--- src/rtl/rx_fifo_a_if.sv ---
// Channel A receive FIFO bus: receiver character handoff, RHR read strobe and status.
// The master modport is the receiver/CPU side, the slave modport is the FIFO.
interface rx_fifo_a_if #(
    parameter int unsigned WIDTH = 8
);
    logic             rx_valid;
    logic [WIDTH-1:0] rx_data;
    logic             rx_perr;
    logic             rx_ferr;
    logic             rx_break;
    logic             cs;
    logic             rw;
    logic             clr_ovr;
    logic [WIDTH-1:0] data_out;
    logic             rxrdy;
    logic             ffull;
    logic             ovr_err;
    logic             perr;
    logic             ferr;
    logic             rbrk;

    modport master (
        output rx_valid, rx_data, rx_perr, rx_ferr, rx_break, cs, rw, clr_ovr,
        input  data_out, rxrdy, ffull, ovr_err, perr, ferr, rbrk
    );

    modport slave (
        input  rx_valid, rx_data, rx_perr, rx_ferr, rx_break, cs, rw, clr_ovr,
        output data_out, rxrdy, ffull, ovr_err, perr, ferr, rbrk
    );
endinterface

--- src/rtl/rx_fifo_a.sv ---
// Channel A receive holding FIFO feeding RxRDYA/FFULLA and the overrun status.
// Define RX_FIFO_ERR_EN to store per-character break/framing/parity status.
module rx_fifo_a #(
    parameter int unsigned DEPTH = 3,
    parameter int unsigned WIDTH = 8
) (
    input logic        clk,
    input logic        reset,
    rx_fifo_a_if.slave bus
);
    localparam int unsigned CW = $clog2(DEPTH + 1);
    localparam int unsigned PW = (DEPTH > 1) ? $clog2(DEPTH) : 1;
`ifdef RX_FIFO_ERR_EN
    localparam int unsigned SW = WIDTH + 3;
`else
    localparam int unsigned SW = WIDTH;
`endif

    typedef logic [SW-1:0] slot_t;

    slot_t          mem [DEPTH];
    logic [PW-1:0]  wr_ptr, rd_ptr, rd_next;
    logic [CW-1:0]  count, count_next;
    logic           rd_act, rd_act_q, pop, pop_ok, push, ovr_set, full, empty;
    slot_t          wr_slot, head_next;
    logic [WIDTH-1:0] data_q;
    logic           rxrdy_q, ffull_q, ovr_q;

    function automatic logic [PW-1:0] ptr_inc(input logic [PW-1:0] p);
        return (p == PW'(DEPTH - 1)) ? '0 : p + PW'(1);
    endfunction

`ifdef RX_FIFO_ERR_EN
    assign wr_slot = {bus.rx_break, bus.rx_ferr, bus.rx_perr, bus.rx_data};
`else
    assign wr_slot = bus.rx_data;
`endif

    always_comb begin
        rd_act  = bus.cs & bus.rw;
        pop     = rd_act_q & ~rd_act;
        full    = (count == CW'(DEPTH));
        empty   = (count == '0);
        pop_ok  = pop & ~empty;
        push    = bus.rx_valid & (~full | pop_ok);
        ovr_set = bus.rx_valid & full & ~pop_ok;

        count_next = count;
        if (push && !pop_ok)
            count_next = count + CW'(1);
        else if (pop_ok && !push)
            count_next = count - CW'(1);

        rd_next = pop_ok ? ptr_inc(rd_ptr) : rd_ptr;
        // Bypass the incoming character when it lands in the slot becoming head,
        // so data_out turns valid on the same edge as rxrdy.
        head_next = (push && (wr_ptr == rd_next)) ? wr_slot : mem[rd_next];
    end

    always_ff @(posedge clk) begin
        if (push)
            mem[wr_ptr] <= wr_slot;
    end

`ifdef RX_FIFO_ERR_EN
    logic perr_q, ferr_q, rbrk_q;
`endif

    always_ff @(posedge clk) begin
        if (reset) begin
            wr_ptr   <= '0;
            rd_ptr   <= '0;
            count    <= '0;
            rd_act_q <= 1'b0;
            rxrdy_q  <= 1'b0;
            ffull_q  <= 1'b0;
            ovr_q    <= 1'b0;
            data_q   <= '0;
`ifdef RX_FIFO_ERR_EN
            perr_q   <= 1'b0;
            ferr_q   <= 1'b0;
            rbrk_q   <= 1'b0;
`endif
        end else begin
            rd_act_q <= rd_act;
            if (push)
                wr_ptr <= ptr_inc(wr_ptr);
            rd_ptr  <= rd_next;
            count   <= count_next;
            rxrdy_q <= (count_next != '0);
            ffull_q <= (count_next == CW'(DEPTH));
            if (ovr_set)
                ovr_q <= 1'b1;
            else if (bus.clr_ovr)
                ovr_q <= 1'b0;
            // Head outputs hold their last value while the FIFO is empty.
            if (count_next != '0) begin
                data_q <= head_next[WIDTH-1:0];
`ifdef RX_FIFO_ERR_EN
                perr_q <= head_next[WIDTH];
                ferr_q <= head_next[WIDTH+1];
                rbrk_q <= head_next[WIDTH+2];
`endif
            end
        end
    end

    assign bus.data_out = data_q;
    assign bus.rxrdy    = rxrdy_q;
    assign bus.ffull    = ffull_q;
    assign bus.ovr_err  = ovr_q;
`ifdef RX_FIFO_ERR_EN
    assign bus.perr = perr_q;
    assign bus.ferr = ferr_q;
    assign bus.rbrk = rbrk_q;
`else
    logic unused_err;
    assign unused_err = ^{bus.rx_perr, bus.rx_ferr, bus.rx_break};
    assign bus.perr = 1'b0;
    assign bus.ferr = 1'b0;
    assign bus.rbrk = 1'b0;
`endif
endmodule
--- src/flat_wrapper.sv ---
// flat-port wrapper written by rule: the top's interface ports become plain ports
module rx_fifo_a_flat 
#(
    parameter int unsigned DEPTH = 3,
    parameter int unsigned WIDTH = 8
)
  (clk, reset, bus_rx_valid, bus_rx_data, bus_rx_perr, bus_rx_ferr, bus_rx_break, bus_cs, bus_rw, bus_clr_ovr, bus_data_out, bus_rxrdy, bus_ffull, bus_ovr_err, bus_perr, bus_ferr, bus_rbrk);
  rx_fifo_a_if #(.WIDTH(WIDTH)) bus_i ();
  input logic clk;
  input logic reset;
  input wire logic [$bits(bus_i.rx_valid)-1:0] bus_rx_valid;
  input wire logic [$bits(bus_i.rx_data)-1:0] bus_rx_data;
  input wire logic [$bits(bus_i.rx_perr)-1:0] bus_rx_perr;
  input wire logic [$bits(bus_i.rx_ferr)-1:0] bus_rx_ferr;
  input wire logic [$bits(bus_i.rx_break)-1:0] bus_rx_break;
  input wire logic [$bits(bus_i.cs)-1:0] bus_cs;
  input wire logic [$bits(bus_i.rw)-1:0] bus_rw;
  input wire logic [$bits(bus_i.clr_ovr)-1:0] bus_clr_ovr;
  output wire logic [$bits(bus_i.data_out)-1:0] bus_data_out;
  output wire logic [$bits(bus_i.rxrdy)-1:0] bus_rxrdy;
  output wire logic [$bits(bus_i.ffull)-1:0] bus_ffull;
  output wire logic [$bits(bus_i.ovr_err)-1:0] bus_ovr_err;
  output wire logic [$bits(bus_i.perr)-1:0] bus_perr;
  output wire logic [$bits(bus_i.ferr)-1:0] bus_ferr;
  output wire logic [$bits(bus_i.rbrk)-1:0] bus_rbrk;
  assign bus_i.rx_valid = bus_rx_valid;
  assign bus_i.rx_data = bus_rx_data;
  assign bus_i.rx_perr = bus_rx_perr;
  assign bus_i.rx_ferr = bus_rx_ferr;
  assign bus_i.rx_break = bus_rx_break;
  assign bus_i.cs = bus_cs;
  assign bus_i.rw = bus_rw;
  assign bus_i.clr_ovr = bus_clr_ovr;
  assign bus_data_out = bus_i.data_out;
  assign bus_rxrdy = bus_i.rxrdy;
  assign bus_ffull = bus_i.ffull;
  assign bus_ovr_err = bus_i.ovr_err;
  assign bus_perr = bus_i.perr;
  assign bus_ferr = bus_i.ferr;
  assign bus_rbrk = bus_i.rbrk;
  rx_fifo_a #(.DEPTH(DEPTH), .WIDTH(WIDTH)) u_core (.clk(clk), .reset(reset), .bus(bus_i));
endmodule
--- config.mk ---
export PLATFORM = sky130hd
export DESIGN_NAME = rx_fifo_a_flat
export DESIGN_NICKNAME = d
export VERILOG_FILES = /design/src/rtl/rx_fifo_a_if.sv /design/src/rtl/rx_fifo_a.sv /design/src/flat_wrapper.sv
export SDC_FILE = /design/constraint.sdc
export NUM_CORES = 1
export LEC_CHECK = 0
export ABC_CLOCK_PERIOD_IN_PS = 5200
export CORE_UTILIZATION = 46
export CTS_BUF_LIST = sky130_fd_sc_hd__clkbuf_4
export CTS_CLUSTER_DIAMETER = 40
export CTS_CLUSTER_SIZE = 25
export DETAILED_ROUTE_END_ITERATION = 10
export GPL_TIMING_DRIVEN = 0
export PLACE_DENSITY_LB_ADDON = 0.3
export SETUP_SLACK_MARGIN = 0.5
export SLEW_MARGIN = 5
export SYNTH_ARGS = -nofsm -noshare
export SYNTH_HDL_FRONTEND = slang
export SYNTH_SLANG_ARGS = --single-unit
--- constraint.sdc ---
create_clock -name clk -period 5.2 [get_ports clk]
set_input_delay 0.78 -clock clk [delete_from_list [all_inputs] [get_ports clk]]
set_output_delay 0.78 -clock clk [all_outputs]
set_load 0.01 [all_outputs]
==> reports/results.ini <==
[synth]
synthesis.area_um2 = 2120
yosys.area_share.simple = 0.194
yosysTopAreaCellShare = 0.341
yosysWarningCount = 0
synth_mux_area_frac = 0.0248
synthArstFlopShare = 0
ys_ff_latch = 42
ys_seq_area_frac = 0.511
synth_compound_area_frac = 0.188
synth_top_area_cell = edfxtp_1
postSynthCellCount = 225
syn_avg_cell_area_um2 = 9.40
synthAdderAreaFrac = 0.0118
synthTopCellsByCount = nand2_1, edfxtp_1, dfxtp_1
synth-edff-count = 24
synth_top_family_by_area = simple AND/OR/NAND/NOR gates
synth_flop_cell = edfxtp_1
synth_most_common_cell = nand2_1
ys_types = 44
synthXorXnorAreaFrac = 0.00414
synthTopCellsByArea = edfxtp_1, dfxtp_1, nand2_1, a31oi_1, o211ai_1

[clock_tree]
cts_sinks = 42
cts_max_level = 2
post_cts_resized = 0
numCtsBuffers = 5
ctsHoldBuffers = 0
cts_root_buffer = clkbuf_4
clk_latency_ps = 350
cts_tree = built
max-clock-path-buffers = 2
postCtsSetupRepairBufs = 0
clkTransAtPathRegs_ps = 120

[timing]
layout_min_cycle_time_ps = 2660
setup_viol = 0
finalCritPeriodShare = 0.512
hold_violations = 0
fin_skew_ps = 8.36
slew_headroom = 0.443
fin_ws_ps = 2540
fmax_mhz = 376
worstMarginPinSlew_ps = 832
finalMaxSlewViolations = 0
setup_tns_ps = 0
hold_slack_ps = 516
rsz0062_at_grt = false

[route]
top_layer_used = met4
drc = 0
drt_iter0_drc = 107
met3_length_um = 448
via_per_inst = 5.78
met1Wirelength_mm = 1.97
firstDrtPassIters = 5
routed_wl_mm = 4.83
via_count = 1786
drt-wirelength-per-cell_um = 15.6
ant_nets = 0
dr_wl_met2_mm = 2.24

[layout]
design_area_um2 = 2480
finalNonFillerCells = 309
final_layout_size_suffix_gt1_frac = 0.109
finish.utilization = 0.565
syn_to_final_growth_pct = 17.1
fin_nets = 275
antenna_cells = 0

[setup_path]
slowest_delay_ps = 660
crit_chain = inv_1, ha_1, nor2b_4, buf_4, nand2_1, buf_2, a21o_1, nor3b_2
cp-end-kind = flop
critPathTopFamily = simple AND/OR/NAND/NOR gates
r2r-start = u_core.count[0]
path_max_fanout = 10
critPathSlowestCell = nor3b_2
critPathLaunchType = flop
cp-startpoint = u_core.count[0]
critPathBufInv = 3
cp.arrival_ps = 2650
cp.required_ps = 5190
critPathKind = reg2reg

[die]
die_area_um2 = 4870
coreArea_um2 = 4380
rows = 24
dieHeight_um = 69.8
io_pins = 31
initial_core_util = 0.483
die_x_um = 69.8

[global_route]
grt_pass1_vias = 1661
grt_max_degree = 13
grt.total_usage = 0.209
grt_pass1_wl_mm = 7.90
antenna_found_initial = 0
gr-total-overflow = 0

[pwr]
ir_drop_v = 0.000180
power_uw = 717
power.density_nw_per_um2 = 289
leakage_nw = 0.914

[place]
port_buffers = 22
place_area_um2 = 2420
place_ws_ps = 1830
dp.cells = 301
place_hpwl_mm = 3.24
gp_congestion = 0.825

[status]
status = complete, no violations

[run]
drv_cap = 0

[min_path]
hold_start = u_core.bus.ovr_err
min_path_type = reg2reg

## worst register-to-register path, stage by stage, from the launching register on
cell and delay [ps]:
dfxtp_1 430, inv_1 80, ha_1 240, nor2b_4 150, buf_4 190, nand2_1 80
buf_2 200, a21o_1 270, nor3b_2 660
## where the power goes
part           internal [mW]  switching (mW)  total, mW
sequential             0.380          0.0138      0.394
combinational         0.0774          0.0878      0.165
clock                 0.0561           0.101      0.157
## state kept, by name, indices dropped and copies added (netlist names)
signal,count
u_core.bus.data_out,8
u_core.bus.ffull,1
u_core.bus.ovr_err,1
u_core.bus.rxrdy,1
u_core.count,2
u_core.mem,24
u_core.rd_act_q,1
u_core.rd_ptr,2
u_core.wr_ptr,2
## per-layer routing
layer  vias up  global-route usage
met1       811               0.272
li1        875                   -
met2        87               0.332
met3        13              0.0436
met4         0               0.100
met5         -                   0
## cells in the final DEF (no fill, tap or decap), types with 2 or more instances in the layout
master           Yosys  layout
nand2_1             45      45
edfxtp_1            24      24
clkdlybuf4s50_1      0      22
dfxtp_1             18      18
a31oi_1             16      16
nor2_1               9       9
inv_1                8       8
a21oi_1              8       8
o21ai_0              8       8
o211ai_1             8       8
clkbuf_1             7       7
and3_1               7       7
a211oi_1             7       7
nand3_1              7       7
buf_2                6       6
clkbuf_4             0       6
buf_4                4       4
nor3_1               6       4
and2_1               3       3
nor3b_1              4       3
mux2i_1              3       3
conb_1               1       3
nor3_2               0       2
mux2_2               2       2
ha_1                 2       2
## cell type report
| class | count | area [um^2] |
|---|---|---|
| buffer | 20 | 106 |
| clock buffer | 6 | 45.0 |
| clock inverter | 2 | 8.76 |
| fill | 395 | 1910 |
| inverter | 8 | 30.0 |
| multi-input combinational | 157 | 921 |
| sequential | 42 | 1080 |
| tap | 52 | 65.1 |
| timing repair buffer | 22 | 220 |
## kinds of logic after synthesis
family | count (synthesis)
mux | 5
flops | 42
xor+xnor | 1
simple gates | 87
buf+inv | 28
other cells | 1
fa+ha+maj | 2
compound gates | 59
## worst paths after layout
check | to | slack, ps | depth (start not counted)
worst max-delay path | u_core.mem[1][5] | 2540 | 8
worst min register to register | u_core.bus.ovr_err | 520 | 2
worst max register to register | u_core.mem[1][5] | 2540 | 8
worst min-delay path | u_core.bus.ovr_err | 520 | 2
No activity file was read; power rests on OpenSTA's default activity.
